`config.mk`:
```
export PLATFORM = sky130hd
export DESIGN_NAME = aes_key_sched_ctrl
export DESIGN_NICKNAME = d
export VERILOG_FILES = /design/src/rtl/aes_key_sched_ctrl.sv
export SDC_FILE = /design/constraint.sdc
export NUM_CORES = 2
export LEC_CHECK = 0
export BUFFER_PORTS_ARGS = -buffer_cell sky130_fd_sc_hd__buf_2
export CORE_UTILIZATION = 55
export DETAILED_ROUTE_END_ITERATION = 10
export PLACE_DENSITY_LB_ADDON = 0.25
export SLEW_MARGIN = 0
export SYNTH_ARGS = -nofsm -noshare
export SYNTH_HDL_FRONTEND = slang
export SYNTH_SLANG_ARGS = --single-unit
```
`constraint.sdc`:
```
create_clock -name clk -period 25 [get_ports clk]
set_clock_uncertainty 0.05 [all_clocks]
set_input_delay 3.75 -clock clk [delete_from_list [all_inputs] [get_ports clk]]
set_output_delay 3.75 -clock clk [all_outputs]
set_load 0.02 [all_outputs]
```
`src/rtl/aes_key_sched_ctrl.sv`:
```
// AES-128 key schedule controller: expands one cipher key into
// eleven stored round keys and serves registered reads of them.

// SubWord byte: multiplicative inverse in GF(2^8) then the affine map.
module S_box (
  input  logic [7:0] val,
  output logic [7:0] sub
);

  function automatic logic [7:0] gmul(
    input logic [7:0] x,
    input logic [7:0] z
  );
    logic [7:0] p;
    logic [7:0] m;
    p = 8'h00;
    m = x;
    for (int i = 0; i < 8; i++) begin
      if (z[i]) p = p ^ m;
      m = {m[6:0], 1'b0} ^ (m[7] ? 8'h1b : 8'h00);
    end
    return p;
  endfunction

  logic [7:0] x2, x4, x8, x16, x32, x64, x128;
  logic [7:0] inv;

  // inverse as val^254 = val^(2+4+...+128); zero maps to zero
  always_comb begin
    x2   = gmul(val, val);
    x4   = gmul(x2, x2);
    x8   = gmul(x4, x4);
    x16  = gmul(x8, x8);
    x32  = gmul(x16, x16);
    x64  = gmul(x32, x32);
    x128 = gmul(x64, x64);
    inv  = gmul(gmul(gmul(x2, x4), gmul(x8, x16)),
                gmul(gmul(x32, x64), x128));
    sub  = inv
         ^ {inv[6:0], inv[7]}
         ^ {inv[5:0], inv[7:6]}
         ^ {inv[4:0], inv[7:5]}
         ^ {inv[3:0], inv[7:4]}
         ^ 8'h63;
  end

endmodule

module aes_key_sched_ctrl (
  input  logic         clk,
  input  logic         rst,
  input  logic         start,
  input  logic [127:0] key_in,
  input  logic         rd_en,
  input  logic [3:0]   rd_idx,
  output logic         busy,
  output logic         done,
  output logic         ready,
  output logic [127:0] rd_key,
  output logic         rd_valid
);

  typedef enum logic [1:0] {
    IDLE   = 2'd0,
    EXPAND = 2'd1,
    FINISH = 2'd2
  } state_t;

  state_t       state;
  state_t       next_state;
  logic [3:0]   round;
  logic [7:0]   rcon;
  logic [127:0] cur_key;
  logic [127:0] keys [0:10];

  logic         load;
  logic         step;
  logic         last;

  logic [31:0]  w0, w1, w2, w3;
  logic [31:0]  rot;
  logic [31:0]  subw;
  logic [31:0]  g;
  logic [31:0]  w4, w5, w6, w7;
  logic [127:0] next_key;
  logic [7:0]   rcon_next;

  // state register
  always_ff @(posedge clk) begin
    if (rst) state <= IDLE;
    else     state <= next_state;
  end

  // next state, datapath strobes and status decode
  always_comb begin
    next_state = state;
    load       = 1'b0;
    step       = 1'b0;
    last       = 1'b0;
    busy       = 1'b0;
    done       = 1'b0;
    unique case (state)
      IDLE: begin
        if (start) begin
          load       = 1'b1;
          next_state = EXPAND;
        end
      end
      EXPAND: begin
        busy = 1'b1;
        step = 1'b1;
        if (round == 4'd10) begin
          last       = 1'b1;
          next_state = FINISH;
        end
      end
      FINISH: begin
        done       = 1'b1;
        next_state = IDLE;
      end
      default: next_state = IDLE;
    endcase
  end

  // cur_key mirrors slot round-1, so the round function never
  // needs a read port on the storage array
  assign w0 = cur_key[127:96];
  assign w1 = cur_key[95:64];
  assign w2 = cur_key[63:32];
  assign w3 = cur_key[31:0];
  assign rot = {w3[23:0], w3[31:24]};

  S_box u_sb3 (.val(rot[31:24]), .sub(subw[31:24]));
  S_box u_sb2 (.val(rot[23:16]), .sub(subw[23:16]));
  S_box u_sb1 (.val(rot[15:8]),  .sub(subw[15:8]));
  S_box u_sb0 (.val(rot[7:0]),   .sub(subw[7:0]));

  assign g  = subw ^ {rcon, 24'h000000};
  assign w4 = w0 ^ g;
  assign w5 = w4 ^ w1;
  assign w6 = w5 ^ w2;
  assign w7 = w6 ^ w3;
  assign next_key  = {w4, w5, w6, w7};
  assign rcon_next = {rcon[6:0], 1'b0} ^ (rcon[7] ? 8'h1b : 8'h00);

  // round counter, Rcon, working key and ready flag
  always_ff @(posedge clk) begin
    if (rst) begin
      round   <= 4'd0;
      rcon    <= 8'h01;
      ready   <= 1'b0;
      cur_key <= '0;
    end else if (load) begin
      round   <= 4'd1;
      rcon    <= 8'h01;
      ready   <= 1'b0;
      cur_key <= key_in;
    end else if (step) begin
      round   <= round + 4'd1;
      rcon    <= rcon_next;
      cur_key <= next_key;
      if (last) ready <= 1'b1;
    end
  end

  // round key storage; not reset, ready gates its validity
  always_ff @(posedge clk) begin
    if (!rst) begin
      if (load)      keys[0]     <= key_in;
      else if (step) keys[round] <= next_key;
    end
  end

  // registered read port; stale or out-of-range reads return zero
  always_ff @(posedge clk) begin
    if (rst) begin
      rd_key   <= '0;
      rd_valid <= 1'b0;
    end else if (rd_en) begin
      if (ready && (rd_idx <= 4'd10)) begin
        rd_key   <= keys[rd_idx];
        rd_valid <= 1'b1;
      end else begin
        rd_key   <= '0;
        rd_valid <= 1'b0;
      end
    end else begin
      rd_valid <= 1'b0;
    end
  end

endmodule

```
======== After elaboration in Yosys (flattened, before gate mapping) ========
Memories as Yosys holds them, arrays and structs flattened.
Index checks and enable logic that the tools add are counted.
operators by class
  $add $sub $neg .......................... 1
  magnitude comparators ................... 1
  equal/unequal tests ..................... 5
  muxes and demuxes ....................... 722
  bitwise operators ....................... 671
  reductions and logical operators ........ 8
operator list
  operator                                               count
  XOR 8 bit                                              660
  2-to-1 mux 8 bit                                       416
  2-to-1 mux 5 bit                                       281
  2-to-1 mux 128 bit                                     4
  XOR 32 bit                                             5
  OR reduction 128 bit                                   1
  2-to-1 mux 1 bit                                       17
  inverter 4 bit                                         4
  XOR 8 x 5 -> 8 bit                                     1
  adder 4 x 1 -> 4 bit, second input constant            1
  == test 4 bit, second input constant                   1
  less-or-equal comparator 4 bit, second input constant  1
  2-to-1 mux 2 bit                                       2
  2-to-1 mux 4 bit                                       1
  != test 2 bit, second input constant                   2
  case mux 2 bit (2 select lines)                        1
  AND reduction 2 bit                                    2
  OR reduction 2 bit                                     2
  == test 2 x 1 -> 1 bit, second input constant          1
  == test 2 bit, second input constant                   1
  logical NOT 2 bit                                      1
  nonzero test 2 bit                                     1
  logical AND 1 bit                                      1
  inverter 1 bit                                         1
storage, ports and cells
  register bits ........................... 272
  RAM bits ................................ 1,408
  bits of input ports ..................... 136
  memories ................................ 1
memories
  name  words  bits a word  read ports  clocked after Yosys merged registers in  write ports  line  RTL
  keys  11     128          1           0                                        1            74    logic [127:0] keys [0:10];

======== Depth between registers and ports, before layout ========
  word-level depth ........................ 154
  depth in mapped cells ................... 77
  gate-level depth less buffers ........... 64

======== By module ========
Synthesis repeated with hierarchy kept, for this count alone.
second synthesis, totals
  cells, all modules ...................... 12,424
  area total of the unflattened synthesis .. 126,570.1 sq um
by module, submodules not included
  module              times used  cells each  area an instance (sq um)  seq. area each (sq um)
  aes_key_sched_ctrl  1           4,408       66,787.8                  47,725.8
  S_box               4           2,004       14,945.6                  0.0

======== Worst setup path after synthesis ========
OpenSTA, ideal clock, no wires.
  path type ............................... register to register
  start ................................... register cur_key[7]
  end ..................................... memory keys[0][14], data pin
  data arrival time ....................... 17.062 ns
  required time ........................... 24.658 ns
  slack ................................... 7.597 ns
  stages on the path, launching flop included .. 75
  cells stage by stage .................... dfxtp_1 > ha_1 > buf_2 > nand2_1 > xnor2_2 > inv_1 > clkbuf_1 > ha_1 > clkbuf_1 > xnor3_1 > mux2i_1 > o32ai_1 > a31o_2 > xnor2_1 > xnor2_1 > inv_2 > buf_1 > ha_1 > (+39 left out) > xnor2_1 > mux2i_1 > xnor2_1 > o21ai_0 > xor3_1 > nor2_1 > xnor3_1 > xnor3_1 > nor2_1 > xnor2_1 > xnor3_1 > xnor2_1 > xnor2_1 > xnor2_2 > xnor2_2 > xnor2_1 > xor2_1 > o21ai_0
on the way
  word-level cells in the longest chain between the ends .. 150
RTL lines
  element                                                      line    RTL
  from (decl)                                                  73      logic [127:0] cur_key;
  from (signal assigned)                                       157     cur_key <= key_in;
  from (signal assigned)                                       161     cur_key <= next_key;
  2-to-1 mux 5 bit / 2-to-1 mux 8 bit (equally long branches)  20, 19
  XOR 8 bit (on tied branches)                                 20, 19
  XOR 8 bit / 2-to-1 mux 8 bit (equally long branches)         19      if (z[i]) p = p ^ m;
  2-to-1 mux 8 bit / XOR 8 bit (equally long branches)         19
  XOR 8 bit / 2-to-1 mux 8 bit (equally long branches)         19
  2-to-1 mux 8 bit / XOR 8 bit (equally long branches)         19
  XOR 8 bit / 2-to-1 mux 8 bit (equally long branches)         19
  2-to-1 mux 8 bit / XOR 8 bit (equally long branches)         19
  (+134 left out)                                              --
  XOR 8 bit *                                                  43      ^ {inv[3:0], inv[7:4]}
  inverter 4 bit (no source line) *                            --
  XOR 32 bit *                                                 138     assign g = subw ^ {rcon, 24'h000000};
  XOR 32 bit *                                                 139     assign w4 = w0 ^ g;
  XOR 32 bit *                                                 140     assign w5 = w4 ^ w1;
  XOR 32 bit *                                                 141     assign w6 = w5 ^ w2;
  XOR 32 bit *                                                 142     assign w7 = w6 ^ w3;
  2-to-1 mux 128 bit (no source line) *                        --
  to (decl)                                                    74
Every way passes the cells marked *; elsewhere a longest branch is shown, timed or not.

======== Worst setup path after layout ========
  start ................................... register cur_key[7]
  end ..................................... memory keys[1][9], data pin
Same word-level chain as after synthesis.

==> results.ini <==
[logic_synthesis]
synth_edf_count = 1408
synth_cell_types = 136
netlist_instances = 12200
yosys_most_used_dff = edfxtp_1
ys_warn_count = 0
syn_nets = 12300
synth_seq_area_share_pct = 38.7
synth-seq-cells = 1680
netlist_area_um2 = 123000
avgSynthCellArea_um2 = 10.1
synth_top_area_share_pct = 34.3
async_flop_share_pct = 0
yosys.area.top_type = edfxtp_1
ys_top_cells_by_area = edfxtp_1, xnor2_1, mux4_2

[clock_tree]
cts_tree = yes
clockBufferDepth = 3
postCtsSetupBuffers = 0
insertion_delay_ns = 0.77
holdBufCountCts = 0
cts_num_sinks = 1680
clk_pin_slew_ns = 0.07
cts_root_buf = clkbuf_16
cts_buffers = 142
postCtsResizedCells = 0
cts_max_level = 4

[layout]
fill_cells = 18400
multi_input_area_um2 = 72000
regArea_um2 = 47700
fin_area_um2 = 133000
final_common_cell = xnor2_1
finalNonFillerCells = 15200
final_cell_mix = xnor2_1, edfxtp_1, nand2_1
nNetsFinal = 12300
syn_to_final_growth_pct = 7.69
drive_above_1_share_pct = 11.8

[critical_path]
critical_path.max_stage_delay_ns = 0.93
end_kind = register
crit_fanout = 25
required_ns = 25.34
cp-start-kind = register
cpMaxStageDelayCell = o21ai_0
crit_arrival_ns = 22.30
path_class = register to register
path_common_cell = xnor2_1

[timing]
finalMaxSlewViolations = 0
fin_crit_sh_pct = 87.9
relSlewSlack_pct = 1.83
fmax_ghz = 0.0455
tns_ns = 0
hold_viol_final = 0
setup_viol_count_final = 0
period_needed_ns = 21.97
rsz0062_at_grt = no
layout_setup_ws_ns = 3.03
tightestPinTransition_ns = 1.46

[routing]
drt-total-wl_mm = 370
vias = 95900
drtAntennaViolNets = 0
drt_pre_antenna_iters = 9
vias_per_cell = 6.31
wl_per_cell_um = 24.3
dr.first_iter.drc_count = 10900
drc_errors = 0

[placement]
dpl_cell_area_um2 = 128000
place_congestion = 0.936
hpwl_mm = 250
post-place-ws_ns = 3.45
port_buffers = 267
place_inst = 14900

[floorplan]
core_um2 = 223000
boundaryPins = 268
die_area_um2 = 226000
num_rows = 173
initial_utilization_pct = 55.4
die_w_um = 475
die_h_um = 475

[global_routing]
grt_pass1_wl_mm = 555
grt_max_degree = 129
grt_pass1_vias = 90300
overflow = 0
grt_antenna_before_repair = 38
grt_usage_pct = 31.9

[flow_run]
drv_cap = 0

[worst_hold_path]
hp-class = register to register

[outcome]
status = finished clean

-- final timing paths --
| path | from | endpoint | slack, ns | cells after the start |
|---|---|---|---|---|
| hold reg to reg | rd_key[83] | rd_key[83] | 0.42 | 1 |
| setup reg to reg | cur_key[7] | keys[1][9] | 3.03 | 61 |
| setup / recovery | cur_key[7] | keys[1][9] | 3.03 | 61 |
| hold / removal | rd_key[83] | rd_key[83] | 0.42 | 1 |
-- cell families (layout without fill, tap and decap cells) --
family,Yosys count,count (layout),share of synthesized area (%)
simple gates,3682,3682,13.1
xor+xnor,2678,2678,23.3
compound gates,2398,2398,12.9
flops,1680,1680,38.7
buf+inv,957,1013,3.17
mux,723,723,8.51
fa+ha+maj,33,33,0.329
other cells,0,24,0
-- registers in the layout (all words and copies together), names as in the netlist --
register  cells
rcon          8
round         4
rd_key      128
ready         1
rd_valid      1
state         2
cur_key     128
keys       1408
-- layer usage --
metal | part of all wire [%] | vias up | track usage, %
met5 | 0.014 | - | 0
met4 | 5.3 | 8 | 15.7
met3 | 8.2 | 707 | 3.91
met2 | 46 | 4700 | 51.0
met1 | 40 | 46900 | 42.9
li1 | - | 43600 | -
-- worst max-delay path: cells and delay by family, from the launching register on --
kind	cells	cell delay (ns)
AOI/OAI and AO/OA	15	4.50
xor gates and xnor gates	20	8.23
adders and majority gates	6	2.91
buffers and inverters	7	2.10
DFF	1	0.90
muxes	2	0.49
and+or+nand+nor	11	2.35
-- area by class of cell --
cell class	instances	share of cell area (%)
well taps	2975	2.80
clock buffers	205	3.10
multi-input cells	9514	54.3
diodes	24	0.0452
inverters	136	0.386
flip-flops and latches	1680	35.9
clock inverters	58	0.433
repair buffers	614	3.04
-- cells in the mapped netlist, types with 67 or more instances --
cell      count
buf_2       118
a22o_1      139
o21ai_0     702
nand2_1    1356
o22ai_1      94
xnor2_1    1798
mux4_2      257
inv_1       113
a221oi_1     67
a22oi_1      74
o211ai_1     97
xnor3_1     254
buf_1       103
nor3_1      249
a21oi_1     471
clkbuf_1    561
o21ai_1      70
xnor2_2      90
mux2i_1     434
nor2b_1      88
a211oi_1     84
nand2b_1     74
xor2_1      453
dfxtp_1     272
nor2_1     1233
nand3_1     288
a31oi_1     108
edfxtp_1   1408
or3_1        83
-- metrics by stage --
step                hold WS (ns)  utilization, %
floorplan                  0.395               -
global placement           0.403            57.5
detailed placement         0.412            57.5
CTS                        0.427            59.6
global route               0.439            59.7
finish                     0.423            59.7
Power is left out: the tool's default activity adds up to more than one toggle a clock period on the data nets, which glitch-free logic cannot reach.
